--- src/rtl/gradient_magnitude_iter.sv ---
// Sequential gradient magnitude: a^2+b^2, then a bit-serial restoring square root, saturated.
// Optional build macro MAG_ROUND_EN rounds the root to nearest instead of truncating.
module gradient_magnitude_iter #(
  parameter int unsigned IN_W  = 11,
  parameter int unsigned OUT_W = 8
) (
  input  logic                   clk,
  input  logic                   reset,
  input  logic                   in_valid,
  output logic                   in_ready,
  input  logic signed [IN_W-1:0] a,
  input  logic signed [IN_W-1:0] b,
  output logic                   out_valid,
  input  logic                   out_ready,
  output logic [OUT_W-1:0]       mag,
  output logic                   sat
);

  localparam int unsigned S  = 2 * IN_W;
  localparam int unsigned R  = IN_W;
  localparam int unsigned RW = R + 1;
  localparam int unsigned TW = R + 3;
  localparam int unsigned CW = (R > 1) ? $clog2(R) : 1;
  localparam logic [RW-1:0] MagMax = RW'((2 ** OUT_W) - 1);

  typedef enum logic [1:0] {StIdle, StSquare, StRoot, StDone} state_e;

  state_e state_q, state_d;

  logic signed [IN_W-1:0] a_q, b_q;
  logic [S-1:0]           val_q;
  logic [RW-1:0]          rem_q;
  logic [R-1:0]           root_q;
  logic [CW-1:0]          cnt_q;
  logic [OUT_W-1:0]       mag_q;
  logic                   sat_q;

  logic signed [S-1:0] a_ext, b_ext, a_sq, b_sq;
  logic [S-1:0]        val_sum;
  logic [TW-1:0]       rem_sh, trial;
  logic                take;
  logic [RW-1:0]       rem_nx;
  logic [R-1:0]        root_nx;
  logic [RW-1:0]       root_fin;
  logic                sat_fin;
  logic [OUT_W-1:0]    mag_fin;

  // Squares are non-negative, so the sum is safe as unsigned even for a = b = -2^(IN_W-1).
  always_comb begin
    a_ext   = S'(a_q);
    b_ext   = S'(b_q);
    a_sq    = a_ext * a_ext;
    b_sq    = b_ext * b_ext;
    val_sum = $unsigned(a_sq) + $unsigned(b_sq);
  end

  // The true remainder never exceeds 2*root, so RW bits hold it after the subtract.
  always_comb begin
    rem_sh  = {rem_q, val_q[S-1 -: 2]};
    trial   = {1'b0, root_q, 2'b01};
    take    = (rem_sh >= trial);
    rem_nx  = take ? RW'(rem_sh - trial) : RW'(rem_sh);
    root_nx = {root_q[R-2:0], take};
`ifdef MAG_ROUND_EN
    root_fin = {1'b0, root_nx} + RW'(rem_nx > {1'b0, root_nx});
`else
    root_fin = {1'b0, root_nx};
`endif
    sat_fin = (root_fin > MagMax);
    mag_fin = sat_fin ? {OUT_W{1'b1}} : root_fin[OUT_W-1:0];
  end

  always_ff @(posedge clk or posedge reset) begin
    if (reset) begin
      state_q <= StIdle;
    end else begin
      state_q <= state_d;
    end
  end

  always_comb begin
    state_d = state_q;
    unique case (state_q)
      StIdle:   if (in_valid) state_d = StSquare;
      StSquare: state_d = StRoot;
      StRoot:   if (cnt_q == '0) state_d = StDone;
      StDone:   if (out_ready) state_d = StIdle;
      default:  state_d = StIdle;
    endcase
  end

  always_comb begin
    in_ready  = (state_q == StIdle);
    out_valid = (state_q == StDone);
  end

  always_ff @(posedge clk or posedge reset) begin
    if (reset) begin
      a_q    <= '0;
      b_q    <= '0;
      val_q  <= '0;
      rem_q  <= '0;
      root_q <= '0;
      cnt_q  <= '0;
      mag_q  <= '0;
      sat_q  <= 1'b0;
    end else begin
      unique case (state_q)
        StIdle: begin
          if (in_valid) begin
            a_q <= a;
            b_q <= b;
          end
        end
        StSquare: begin
          val_q  <= val_sum;
          rem_q  <= '0;
          root_q <= '0;
          cnt_q  <= CW'(R - 1);
        end
        StRoot: begin
          val_q  <= val_q << 2;
          rem_q  <= rem_nx;
          root_q <= root_nx;
          cnt_q  <= cnt_q - 1'b1;
          // Result registers move only on the transition into DONE.
          if (cnt_q == '0) begin
            mag_q <= mag_fin;
            sat_q <= sat_fin;
          end
        end
        default: ;
      endcase
    end
  end

  assign mag = mag_q;
  assign sat = sat_q;

endmodule
--- config.mk ---
export PLATFORM = sky130hd
export DESIGN_NAME = gradient_magnitude_iter
export DESIGN_NICKNAME = d
export VERILOG_FILES = /design/src/rtl/gradient_magnitude_iter.sv
export SDC_FILE = /design/constraint.sdc
export NUM_CORES = 1
export LEC_CHECK = 0
export ABC_AREA = 1
export CAP_MARGIN = 40
export CORE_MARGIN = 2
export CORE_UTILIZATION = 40
export CTS_BUF_LIST = sky130_fd_sc_hd__clkbuf_4 sky130_fd_sc_hd__clkbuf_8
export DETAILED_ROUTE_END_ITERATION = 6
export GPL_ROUTABILITY_DRIVEN = 0
export HOLD_SLACK_MARGIN = 0.12
export SYNTH_ARGS = -nofsm -noshare
export SYNTH_HDL_FRONTEND = slang
export SYNTH_SLANG_ARGS = --single-unit
--- constraint.sdc ---
create_clock -name clk -period 15.71 [get_ports clk]
set_clock_uncertainty 0.1 [all_clocks]
set_input_delay 3.142 -clock clk [delete_from_list [all_inputs] [get_ports clk]]
set_output_delay 3.142 -clock clk [all_outputs]
set_load 0.02 [all_outputs]
==> results.json <==
{
  "cts_resized": 0,
  "final_cell_mix": "inv_1, nand2_1, fa_1",
  "clockBufferDepth": 2,
  "whs_ns": 0.399,
  "fin_crit_ns": 6.63,
  "nets": 1902,
  "nFillCells": 3155,
  "crit_type": "flop to flop",
  "core_um2": 31600,
  "wire_per_inst_um": 14.9,
  "cts-root-buf": "clkbuf_8",
  "grt_use_total": 0.191,
  "holdCritPathClass": "flop to flop",
  "max_freq_ghz": 0.151,
  "worstPathRequired_ns": 15.92,
  "clk_pin_slew_ns": 0.10,
  "syn_area_um2": 12900,
  "start_kind": "flop",
  "antenna_cells": 0,
  "synthToLayoutAreaGrowth_pct": 7.53,
  "synth-seq-cells": 82,
  "yosys_warnings": 0,
  "initial_utilization": 0.408,
  "firstDrtPassIters": 5,
  "hold_violations": 0,
  "mostFrequentLayoutCell": "inv_1",
  "cts_tree": "built",
  "dp_hpwl_um": 24200,
  "die_area_um2": 33700,
  "path_max_fanout": 15,
  "synth_nets": 1886,
  "cts-buffers-inserted": 9,
  "routed_wl_um": 28900,
  "grt_pass1_wl_um": 50300,
  "yosysSeqAreaShare": 0.159,
  "grt_max_degree": 36,
  "hold_buffers": 0,
  "die_y_um": 184,
  "place.port_buffers": 36,
  "vias": 9207,
  "worst_pin_slew_ns": 0.833,
  "grt-ovfl-total": 0,
  "critPathCaptureType": "flop",
  "rsz0062_at_grt": "false",
  "drt_iter0_drc": 495,
  "outcome": "finished, final reports clean",
  "setup_viol": 0,
  "ctsHtreeMaxLevel": 3,
  "grt_antenna_before_repair": 0,
  "syn_inst": 1518,
  "rows": 65,
  "drcViolationCount": 0,
  "ys_types": 43,
  "fin_crit_sh": 0.422,
  "grt_pass1_vias": 10100,
  "final_max_slew_viol_count": 0,
  "clkLatencyLatePin_ns": 0.43,
  "vias_per_cell": 4.74,
  "cap_violations": 0,
  "slew-limit-headroom": 0.444,
  "die_w_um": 184,
  "tns_ns": 0,
  "drive_above_1_share": 0.0344,
  "postCtsSetupBuffers": 0,
  "synth.avg_cell_area_um2": 8.49,
  "io_pins": 37,
  "cts.sinks": 82,
  "cp_data_arrival_time_ns": 6.84,
  "ant_nets": 0
}
[stage by stage]
step	instances	setup slack, ns	util	instance area, µm²
after floorplan	1518	9.59	-	12900
after global placement	1923	9.19	0.431	13600
after detailed placement	1925	9.07	0.432	13700
after CTS	1941	9.06	0.438	13900
after global routing	1941	8.58	0.438	13900
final	1941	9.08	0.438	13900
[routing by layer]
metal  wire length, µm  GRT usage  vias up
met5                 0          0        -
li1                  -          -     4497
met2             14100      0.323      126
met1             13400      0.258     4551
met4               696     0.0605        0
met3               719     0.0192       33
[flip-flops by register name, indices dropped and copies added (netlist names)]
name / flops
val_q: 22
rem_q: 12
a_q: 11
b_q: 11
root_q: 11
mag: 8
cnt_q: 4
state_q: 2
sat: 1
[path summary, 6_finish.rpt]
| path | start | to | slack, ns | cells after the start |
|---|---|---|---|---|
| min in group asynchronous | reset | b_q[2]$_DFFE_PP0P_ | 2.92 | 2 |
| worst min-delay path | cnt_q[0]$_DFFE_PP0P_ | cnt_q[0]$_DFFE_PP0P_ | 0.40 | 1 |
| max in group asynchronous | reset | root_q[4]$_DFFE_PP0P_ | 11.55 | 4 |
| worst max-delay path | b_q[10]$_DFFE_PP0P_ | val_q[18]$_DFFE_PP0P_ | 9.08 | 21 |
| worst max register to register | b_q[10]$_DFFE_PP0P_ | val_q[18]$_DFFE_PP0P_ | 9.08 | 21 |
| worst min register to register | cnt_q[0]$_DFFE_PP0P_ | cnt_q[0]$_DFFE_PP0P_ | 0.40 | 1 |
[cell usage after synthesis]
master | count | share of area
inv_1 | 455 | 0.13
nand2_1 | 277 | 0.081
fa_1 | 235 | 0.36
ha_1 | 107 | 0.10
dfrtp_1 | 82 | 0.16
nor2_1 | 79 | 0.023
a21oi_1 | 48 | 0.019
nand3_1 | 39 | 0.015
clkbuf_1 | 33 | 0.0096
o21ai_0 | 19 | 0.0074
o22ai_1 | 16 | 0.0078
xor2_1 | 15 | 0.010
o221ai_1 | 11 | 0.0075
xnor2_1 | 11 | 0.0075
a21o_1 | 10 | 0.0058
nand4_1 | 10 | 0.0049
a2bb2oi_1 | 7 | 0.0048
nor3_1 | 6 | 0.0023
nand2_2 | 5 | 0.0024
o211ai_1 | 5 | 0.0029
or2_2 | 5 | 0.0024
mux2_2 | 4 | 0.0035
nand3b_1 | 4 | 0.0023
o21ai_1 | 4 | 0.0016
o21bai_1 | 4 | 0.0023
buf_2 | 3 | 0.0012
nor2_2 | 3 | 0.0015
o21ai_2 | 3 | 0.0020
a31oi_1 | 2 | 0.00097
clkinv_1 | 2 | 0.00058
nand3_2 | 2 | 0.0016
a21oi_2 | 1 | 0.00068
a22oi_1 | 1 | 0.00058
a31o_2 | 1 | 0.00068
buf_6 | 1 | 0.00087
buf_8 | 1 | 0.0012
inv_2 | 1 | 0.00029
nand4_2 | 1 | 0.00097
nor4_2 | 1 | 0.00097
o21a_1 | 1 | 0.00058
o21bai_4 | 1 | 0.0015
o22a_1 | 1 | 0.00068
or2_0 | 1 | 0.00049
[layout make-up]
| cell class | count | area, µm² | share of cell area |
|---|---|---|---|
| Sequential cell | 82 | 2050 | 0.148 |
| Clock buffer | 9 | 124 | 0.00893 |
| Clock inverter | 7 | 67.6 | 0.00487 |
| Tap cell | 402 | 503 | 0.0363 |
| Timing Repair Buffer | 43 | 438 | 0.0316 |
| Inverter | 458 | 1720 | 0.124 |
| Multi-Input combinational cell | 940 | 8960 | 0.646 |
[worst max-delay path, cell delays in order (launching register included)]
cell and delay (ns):
dfrtp_1 0.69, nand2_1 0.25, inv_1 0.45, fa_1 0.51, inv_1 0.08, fa_1 0.41
inv_1 0.08, fa_1 0.45, fa_1 0.57, fa_1 0.43, fa_1 0.49, inv_1 0.05
fa_1 0.50, inv_1 0.05, ha_1 0.35, a21o_1 0.21, a21oi_1 0.19, nand3_1 0.16
a21o_1 0.19, or2_0 0.19, nand3_1 0.07, nand2_1 0.05
[cells by family after synthesis]
logic type	count (synthesis)	share of synthesized area
compound gates	135	0.0663
xor+xnor	26	0.0177
fa+ha+maj	342	0.469
buf+inv	496	0.146
flops	82	0.159
mux	4	0.00349
simple gates	433	0.139
Power is not shown: default switching activity piles up to over one toggle a cycle in this logic, so the estimate is an artifact.
